===== src/rtl/btb_if.sv =====
// Fetch-lookup and resolve-update bus between the pipeline and the branch target buffer.
interface btb_if #(
  parameter int unsigned PC_W = 64
);
  logic [PC_W-1:0] lookup_pc;
  logic            pred_taken;
  logic [PC_W-1:0] pred_target;
  logic            upd_valid;
  logic [PC_W-1:0] upd_pc;
  logic            upd_taken;
  logic [PC_W-1:0] upd_target;
  logic            upd_mispredict;
  logic [31:0]     hit_count;
  logic [31:0]     mispredict_count;

  modport master (
    output lookup_pc, upd_valid, upd_pc, upd_taken, upd_target, upd_mispredict,
    input  pred_taken, pred_target, hit_count, mispredict_count
  );

  modport slave (
    input  lookup_pc, upd_valid, upd_pc, upd_taken, upd_target, upd_mispredict,
    output pred_taken, pred_target, hit_count, mispredict_count
  );
endinterface


===== src/rtl/branch_target_buffer.sv =====
// Direct-mapped branch target buffer with 2-bit saturating direction counters
// and saturating hit / mispredict statistics.
module branch_target_buffer #(
  parameter int unsigned PC_W  = 64,
  parameter int unsigned IDX_W = 4,
  parameter int unsigned TAG_W = 8
) (
  input  logic   clk,
  input  logic   arst_n,
  input  logic   enable,
  input  logic   clear,
  btb_if.slave   bus
);
  localparam int unsigned ENTRIES = 1 << IDX_W;
  localparam int unsigned CTR_W   = 2;
  localparam int unsigned CNT_W   = 32;
  localparam int unsigned IDX_LO  = 2;
  localparam int unsigned TAG_LO  = IDX_W + 2;

  logic [ENTRIES-1:0] valid_q, valid_d;
  logic [TAG_W-1:0]   tag_q    [ENTRIES];
  logic [TAG_W-1:0]   tag_d    [ENTRIES];
  logic [PC_W-1:0]    target_q [ENTRIES];
  logic [PC_W-1:0]    target_d [ENTRIES];
  logic [CTR_W-1:0]   ctr_q    [ENTRIES];
  logic [CTR_W-1:0]   ctr_d    [ENTRIES];
  logic [CNT_W-1:0]   hit_count_q, hit_count_d;
  logic [CNT_W-1:0]   mis_count_q, mis_count_d;

  logic [IDX_W-1:0]   lk_idx, up_idx;
  logic [TAG_W-1:0]   lk_tag, up_tag;
  logic               lk_hit, up_hit;
  logic               unused_pc_bits;

  assign lk_idx = bus.lookup_pc[IDX_LO +: IDX_W];
  assign lk_tag = bus.lookup_pc[TAG_LO +: TAG_W];
  assign up_idx = bus.upd_pc[IDX_LO +: IDX_W];
  assign up_tag = bus.upd_pc[TAG_LO +: TAG_W];
  assign unused_pc_bits = ^{bus.lookup_pc, bus.upd_pc};

  // Lookup reads registered state only, so a same-cycle update is not bypassed.
  assign lk_hit = valid_q[lk_idx] && (tag_q[lk_idx] == lk_tag);
  assign up_hit = valid_q[up_idx] && (tag_q[up_idx] == up_tag);

  assign bus.pred_taken       = lk_hit && ctr_q[lk_idx][1];
  assign bus.pred_target      = bus.pred_taken ? target_q[lk_idx] : bus.lookup_pc + PC_W'(4);
  assign bus.hit_count        = hit_count_q;
  assign bus.mispredict_count = mis_count_q;

  // Next-state: clear beats everything, then enable gates update and statistics.
  always_comb begin
    valid_d     = valid_q;
    tag_d       = tag_q;
    target_d    = target_q;
    ctr_d       = ctr_q;
    hit_count_d = hit_count_q;
    mis_count_d = mis_count_q;
    if (clear) begin
      valid_d     = '0;
      hit_count_d = '0;
      mis_count_d = '0;
      for (int unsigned i = 0; i < ENTRIES; i++) ctr_d[i] = CTR_W'(1);
    end else if (enable) begin
      if (lk_hit && (hit_count_q != '1)) hit_count_d = hit_count_q + CNT_W'(1);
      if (bus.upd_valid) begin
        if (bus.upd_mispredict && (mis_count_q != '1)) mis_count_d = mis_count_q + CNT_W'(1);
        if (up_hit) begin
          if (bus.upd_taken) begin
            if (ctr_q[up_idx] != '1) ctr_d[up_idx] = ctr_q[up_idx] + CTR_W'(1);
            target_d[up_idx] = bus.upd_target;
          end else if (ctr_q[up_idx] != '0) begin
            ctr_d[up_idx] = ctr_q[up_idx] - CTR_W'(1);
          end
        end else if (bus.upd_taken) begin
          // Allocate as weakly taken, evicting whatever shared the index.
          valid_d[up_idx]  = 1'b1;
          tag_d[up_idx]    = up_tag;
          target_d[up_idx] = bus.upd_target;
          ctr_d[up_idx]    = CTR_W'(2);
        end
      end
    end
  end

  always_ff @(posedge clk or negedge arst_n) begin
    if (!arst_n) begin
      valid_q     <= '0;
      hit_count_q <= '0;
      mis_count_q <= '0;
      for (int unsigned i = 0; i < ENTRIES; i++) begin
        tag_q[i]    <= '0;
        target_q[i] <= '0;
        ctr_q[i]    <= CTR_W'(1);
      end
    end else begin
      valid_q     <= valid_d;
      tag_q       <= tag_d;
      target_q    <= target_d;
      ctr_q       <= ctr_d;
      hit_count_q <= hit_count_d;
      mis_count_q <= mis_count_d;
    end
  end
endmodule


===== src/flat_wrapper.sv =====
// flat-port wrapper written by rule: the top's interface ports become plain ports
module branch_target_buffer_flat 
#(
  parameter int unsigned PC_W  = 64,
  parameter int unsigned IDX_W = 4,
  parameter int unsigned TAG_W = 8
)
  (clk, arst_n, enable, clear, bus_lookup_pc, bus_upd_valid, bus_upd_pc, bus_upd_taken, bus_upd_target, bus_upd_mispredict, bus_pred_taken, bus_pred_target, bus_hit_count, bus_mispredict_count);
  btb_if #(.PC_W(PC_W)) bus_i ();
  input  logic clk;
  input  logic arst_n;
  input  logic enable;
  input  logic clear;
  input wire logic [$bits(bus_i.lookup_pc)-1:0] bus_lookup_pc;
  input wire logic [$bits(bus_i.upd_valid)-1:0] bus_upd_valid;
  input wire logic [$bits(bus_i.upd_pc)-1:0] bus_upd_pc;
  input wire logic [$bits(bus_i.upd_taken)-1:0] bus_upd_taken;
  input wire logic [$bits(bus_i.upd_target)-1:0] bus_upd_target;
  input wire logic [$bits(bus_i.upd_mispredict)-1:0] bus_upd_mispredict;
  output wire logic [$bits(bus_i.pred_taken)-1:0] bus_pred_taken;
  output wire logic [$bits(bus_i.pred_target)-1:0] bus_pred_target;
  output wire logic [$bits(bus_i.hit_count)-1:0] bus_hit_count;
  output wire logic [$bits(bus_i.mispredict_count)-1:0] bus_mispredict_count;
  assign bus_i.lookup_pc = bus_lookup_pc;
  assign bus_i.upd_valid = bus_upd_valid;
  assign bus_i.upd_pc = bus_upd_pc;
  assign bus_i.upd_taken = bus_upd_taken;
  assign bus_i.upd_target = bus_upd_target;
  assign bus_i.upd_mispredict = bus_upd_mispredict;
  assign bus_pred_taken = bus_i.pred_taken;
  assign bus_pred_target = bus_i.pred_target;
  assign bus_hit_count = bus_i.hit_count;
  assign bus_mispredict_count = bus_i.mispredict_count;
  branch_target_buffer #(.PC_W(PC_W), .IDX_W(IDX_W), .TAG_W(TAG_W)) u_core (.clk(clk), .arst_n(arst_n), .enable(enable), .clear(clear), .bus(bus_i));
endmodule

===== config.mk =====
export PLATFORM = sky130hd
export DESIGN_NAME = branch_target_buffer_flat
export DESIGN_NICKNAME = d
export VERILOG_FILES = /design/src/rtl/btb_if.sv /design/src/rtl/branch_target_buffer.sv /design/src/flat_wrapper.sv
export SDC_FILE = /design/constraint.sdc
export NUM_CORES = 2
export LEC_CHECK = 0
export CORE_UTILIZATION = 60
export CTS_BUF_LIST = sky130_fd_sc_hd__clkbuf_2 sky130_fd_sc_hd__clkbuf_4 sky130_fd_sc_hd__clkbuf_8
export DETAILED_ROUTE_END_ITERATION = 7
export MAX_ROUTING_LAYER = met4
export PLACE_DENSITY = 0.9
export SKIP_LAST_GASP = 1
export SYNTH_ARGS = -nofsm -noshare
export SYNTH_HDL_FRONTEND = slang
export SYNTH_SLANG_ARGS = --single-unit

===== constraint.sdc =====
create_clock -name clk -period 6.33 [get_ports clk]
set_input_delay 1.266 -clock clk [delete_from_list [all_inputs] [get_ports clk]]
set_output_delay 1.266 -clock clk [all_outputs]
set_load 0.02 [all_outputs]

Word-level counts from Yosys, hierarchy flattened
Cells that the tools add are included.
- muxes and demuxes: 52
- reduce and logical (&&, ||, !) cells: 21
- add/sub/neg operators: 5
- magnitude comparators: 6
- equality and inequality tests: 7
- bitwise logic cells: 8
- operators by type and width (operator ; count):
    $bwmux W1024 ; 1
    $mux W32 ; 15
    $bmux W64 S4 ; 1
    $demux W64 S4 ; 1
    $mux W64 ; 4
    $bwmux W128 ; 1
    $mux W16 ; 5
    $add A32 B1 Y32 const B ; 2
    $add A64 B3 Y64 const B ; 1
    $bmux W8 S4 ; 2
    $bwmux W32 ; 2
    $ne A32 B32 Y1 const B ; 2
    $mux W8 ; 5
    $demux W8 S4 ; 1
    $or A16 B16 Y16 ; 2
    $and A16 B16 Y16 ; 1
    $bmux W2 S4 ; 2
    $eq A8 B8 Y1 ; 2
    $not A16 Y16 ; 1
    $reduce_bool A2 Y1 ; 6
    $ge A5 B5 Y1 const B ; 2
    $lt A4 B5 Y1 const B ; 2
    $mux W2 ; 5
    $not A4 Y5 ; 2
    17 further kinds ; 31
- word-level logic and storage cells: 150
- flip-flop bits (word level): 1264
- bits of input ports: 199

Depth between registers and ports, before layout
- depth after elaboration: 12
- mapped depth: 15
- mapped depth without buffers: 10

Worst setup path after synthesis
Ideal clock, no wire load.
- path type: input -> output
- start: input bus_lookup_pc[3]
- end: output bus_pred_target[54]
- path slack: 452 ps
- cell stages on the path: 9
- buffers on the path: 3
- required time: 5064 ps
- data arrival time: 4612 ps
- cells stage by stage: buf_4 > buf_2 > buf_2 > mux4_2 > mux4_2 > xnor2_1 > nand3_1 > nor4b_1 > o21ai_0
- word-level cells in the longest chain between the ends: 8
- elaborated cells on any way between the ends: 17
- classes of those cells: add/sub: 1; eq/ne: 1; mux: 12; bitwise: 1; reduce/logical: 2
- RTL lines (item ; RTL line ; RTL):
    start: declaration ; flat_wrapper.sv:14 ; input wire logic [$bits(bus_i.lookup_pc)-1:0] bus_lookup_pc;
    $not A4 Y5 (implied by the code) ; branch_target_buffer.sv:42, branch_target_buffer.sv:45 ;
    $bmux W8 S4 ; branch_target_buffer.sv:42 ; assign lk_hit = valid_q[lk_idx] && (tag_q[lk_idx] == lk_tag);
    $mux W8 (implied by the code) (2 in series) ; branch_target_buffer.sv:42 ;
    $eq A8 B8 Y1 ; branch_target_buffer.sv:42 ;
    $logic_and A1 B1 Y1 ; branch_target_buffer.sv:42 ;
    $logic_and A1 B1 Y1 (*) ; branch_target_buffer.sv:45 ; assign bus.pred_taken = lk_hit && ctr_q[lk_idx][1];
    net bus_pred_taken ; flat_wrapper.sv:20 ; output wire logic [$bits(bus_i.pred_taken)-1:0] bus_pred_taken;
    $mux W64 (*) ; branch_target_buffer.sv:46 ; assign bus.pred_target = bus.pred_taken ? target_q[lk_idx] : bus.lookup_pc + PC_W'(4);
    end: declaration ; flat_wrapper.sv:21 ; output wire logic [$bits(bus_i.pred_target)-1:0] bus_pred_target;
Mark *: on every way through the listed nets, which the timed path passes. The rest lies on a longest branch. The select of a mux whose other input is x is not followed.

Final worst setup path
- start: input bus_lookup_pc[2]
- end: output bus_pred_target[62]
- word-level cells in the longest chain between the ends: 8
- elaborated cells on any way between the ends: 17
- classes of those cells: add/sub: 1; eq/ne: 1; mux: 12; bitwise: 1; reduce/logical: 2
- RTL lines (item ; RTL line):
    branches (longest 7 deep; another with $add A64 B3 Y64) ; -
    $mux W64 (*) ; branch_target_buffer.sv:46
Mark *: on every way between the ends. The select of a mux whose other input is x is not followed.

==> results summary <==
The number of synthesized register bits is 1264. The worst setup path is captured at a primary output. The sink count of the clock tree is 1264.

STA puts the critical path data required time at 5060 ps. dfrtp_1 is the most common cell in the netlist. In this run the number of H-tree levels came out at 4.

The via count of the first global-routing pass came to 40300. The worst register-to-register path ends at u_core.ctr_q[7]. Input and output buffers added on the ports amount to 275. The number of enable flip-flop cells after synthesis came out at 0. The remaining number of nets flagged by the antenna check after routing came out at 0. The number of distinct library cells after synthesis is 62. The die covers 102000 um^2. The areal power density over the cells is 267 nW/um^2. Static timing analysis puts the maximum clock frequency at 0.163 GHz. The first-pass GRT wire length came out at 242 mm. On the critical path, the stage with the largest delay is an instance of clkdlybuf4s50_1. Across every metal layer, demand over resource in global routing totals 0.322.

Wires add up to 155 mm. The sequential area share after synthesis is 0.525. The final routed DRC violation total is 0. For this configuration, the core starts out at a cell density of 0.609. The largest area contributor in the synthesized netlist is dfrtp_1.

The total grt overflow came out at 0. The post-synthesis net count is 4211. The most used flip-flop cell after synthesis is dfrtp_1. The routed length per placed instance is 27.1 um. The max-slew violation total from the final report is 0. The root buffer selected by CTS is clkbuf_8. The switching power is 4530 uW.

The largest fanout on the critical path came out at 5. The worst pin sits at a relative slew slack of 0.243. The average cell area after synthesis is 15.0 um^2. Measured in cells, the most critical reg-to-reg path has a length of 9. The cell internal power dissipation came out at 13800 uW. The via total after detailed routing came out at 37700. The Yosys warning count is 0. The number of rows created at floorplan is 115. The relative contribution of combinational cells to total power is 0.107. The number of fillers in the final layout came out at 6006. The weighted congestion at the end of routability-driven global placement is 0.893. The worst-case clock buffer depth came out at 3.

The initial antenna violation count came out at 27. The detailed placer's ending HPWL is 89.3 mm. The data arrival time of the worst path is 4890 ps. The worst setup path is launched from an input port.

The final non-filler cell area came out at 68900 um^2. The clock power share came out at 0.401. The fraction of registers with async set/reset came out at 1.00. Walking the worst path, the cells encountered are buf_8 -> ha_1 -> nand3_1 -> nor2_1 -> nand3_1 -> or2_2 -> or3_4 -> nor3_1 -> buf_4 -> nand2_1 -> xor2_1 -> a21oi_1 -> clkdlybuf4s50_1.

The setup total negative slack came out at 0 ps. The worst setup path category is input port to primary output. The die span in y is 319 um. The source-to-sink clock delay at the later pin of the worst-skew pair is 900 ps. The transition time at the pin with the least slew margin came out at 1140 ps. The static power due to leakage came out at 0.0322 uW. In the final layout, the share of cells above drive strength 1 is 0.476. Of the available clock period, the critical path in the final layout requires 0.972. Counting instances in the post-synthesis netlist gives the leading cell types as dfrtp_1, mux2_2, mux4_2.

For this run, the detailed router's first-pass iteration total came to 6. The layout overhead on the synthesized area came out at 14.3%. Of the total power, registers draw 0.492. The net total in the final layout is 4471. The first-iteration detailed-routing DRC count is 3652.

The flow ran to the end, and the final reports show no timing, DRC or antenna violations. Setup repair after global routing left no endpoint under its margin. The number of failing hold endpoints at the final stage came to 0. The fraction of post-synthesis cell area in the top cell type by area is 0.518. The register-to-register path setup slack came out at 2460 ps.

The total area inside the core boundary comes to 99000 um^2. The netlist area before placement came out at 60300 um^2. The switching part of the total power is 0.247.

Setup violations remaining at the end of the flow were counted as 0. The post-synthesis cell count is 4007. The clock skew after layout is 55.3 ps. The worst ir drop on vdd came out at 0.202 mV.

The path class of the lowest-slack min-delay path is input port to async pin. Pin placement for this block handled 328 I/O pins. In this design, the critical path's most frequently occurring cell is nand3_1. The clock tree from TritonCTS is yes. The maximum cell stage delay along the critical path is 680 ps. The worst hold slack came out at 392 ps. The worst register-to-register path begins at u_core.tag_q[0]. The die is 319 um wide. The average via count per standard cell came out at 6.58.

The CTS buffer count came out at 197. The largest net degree at the start of global routing came out at 186. The routed design could run at a clock period as short as 6150 ps.

The max-cap check violation count came out at 0. The clock-pin slew on the worst setup and hold paths came out at 60 ps. Summing all placed instances gives a cell area of 64600 um^2. After synthesis, the cell types taking the most area are dfrtp_1, mux2_2, mux4_2.
## state kept, by name, indices dropped and copies added (netlist names)
signal                       cells
u_core.tag_q                   128
u_core.ctr_q                    32
u_core.valid_q                  16
u_core.bus.mispredict_count     32
u_core.bus.hit_count            32
u_core.target_q               1024
## per-stage QoR
stage	power [uW]	worst slack (ps)	std cells	utilization
final	18400	178	5731	0.696
after global routing	19000	25.4	5731	0.696
after CTS	18400	75.9	5703	0.695
after detailed placement	11100	86.9	5355	0.652
after global placement	11000	97.4	5355	0.652
after floorplan	10300	452	4007	-
## critical path, delay by kind of cell
kind / cells / cell delay [ps]
simple gates: 7 / 2000
buf+inv: 3 / 980
xor+xnor: 1 / 150
compound gates: 1 / 180
fa+ha+maj: 1 / 300
## metal layers
metal / vias to the layer above / routed length [um] / track usage
met1: 20100 / 60300 / 0.406
met4: 0 / 6520 / 0.151
li1: 15600 / - / -
met3: 389 / 11000 / 0.0667
met2: 1654 / 77300 / 0.503
met5: - / 0 / -
## power groups by stage
stage	Combinational, uW	Sequential, uW	Clock [uW]
global placement	1880	9080	0
finish	1970	9040	7360
floorplan	1320	9020	0
detailed placement	1960	9140	0
global route	2120	9090	7790
CTS	1980	9020	7430
## logic make-up after synthesis
| family | synth area share |
|---|---|
| buffers and inverters | 0.0234 |
| flip-flops | 0.525 |
| multiplexers | 0.372 |
| adder cells (fa/ha/maj) | 0.00104 |
| XOR/XNOR | 0.0199 |
| AO/OA/AOI/OAI | 0.0190 |
| AND/OR/NAND/NOR | 0.0396 |
## repair_timing
| action | in CTS | in global routing |
|---|---|---|
| hold endpoints to repair | 0 | 0 |
| setup buffers | 0 | 0 |
| hold buffers | 0 | 0 |
| resized for setup | 0 | 6 |
| setup endpoints to repair | 0 | 8 |
## worst max-delay path by stage
| stage | start | slack [ps] | depth (start not counted) | to |
|---|---|---|---|---|
| final | bus_lookup_pc[2] | 180 | 13 | bus_pred_target[62] |
| after global routing | bus_lookup_pc[14] | 30 | 12 | bus_pred_target[62] |
| after CTS | bus_lookup_pc[25] | 80 | 13 | bus_pred_target[63] |
| after detailed placement | bus_lookup_pc[25] | 90 | 13 | bus_pred_target[63] |
| after global placement | bus_lookup_pc[25] | 100 | 13 | bus_pred_target[57] |
| after floorplan | bus_lookup_pc[3] | 450 | 9 | bus_pred_target[54] |
## placed cells by master (no fill, tap or decap), types with 7 or more instances in the layout
cell type	netlist	routed
clkbuf_4	0	72
buf_4	7	93
nor2_2	8	8
o21ai_0	12	12
a21oi_1	69	69
clkdlybuf4s50_1	0	261
and2_1	10	10
nor4_2	7	7
dfrtp_1	1248	1248
nand4_1	20	20
mux2_2	1166	1166
or3_1	12	10
clkbuf_8	0	236
mux4_2	392	392
nand3_1	55	55
inv_8	0	7
nor2b_1	10	10
a32o_1	17	17
mux2i_1	46	46
xnor2_1	64	64
xor2_1	73	73
clkinv_2	0	19
and4_1	12	12
dfstp_2	16	16
a22oi_1	20	20
inv_1	15	15
buf_12	0	23
nor3_1	17	15
nand2_4	0	11
nand2_1	99	88
and3_1	24	24
nor4_1	9	9
diode_2	0	28
nor3_2	8	10
a21o_1	13	13
nor2_1	173	170
## final cells by class
| class | count | area [um^2] | share of cell area |
|---|---|---|---|
| Antenna cell | 28 | 70.1 | 0.00102 |
| Clock buffer | 308 | 3790 | 0.0550 |
| Clock inverter | 40 | 450 | 0.00654 |
| Inverter | 17 | 63.8 | 0.000926 |
| Multi-Input combinational cell | 2398 | 27300 | 0.397 |
| Sequential cell | 1264 | 31700 | 0.459 |
| Tap cell | 1287 | 1610 | 0.0234 |
| Timing Repair Buffer | 389 | 3900 | 0.0566 |
(Power assumes the default switching activity.)
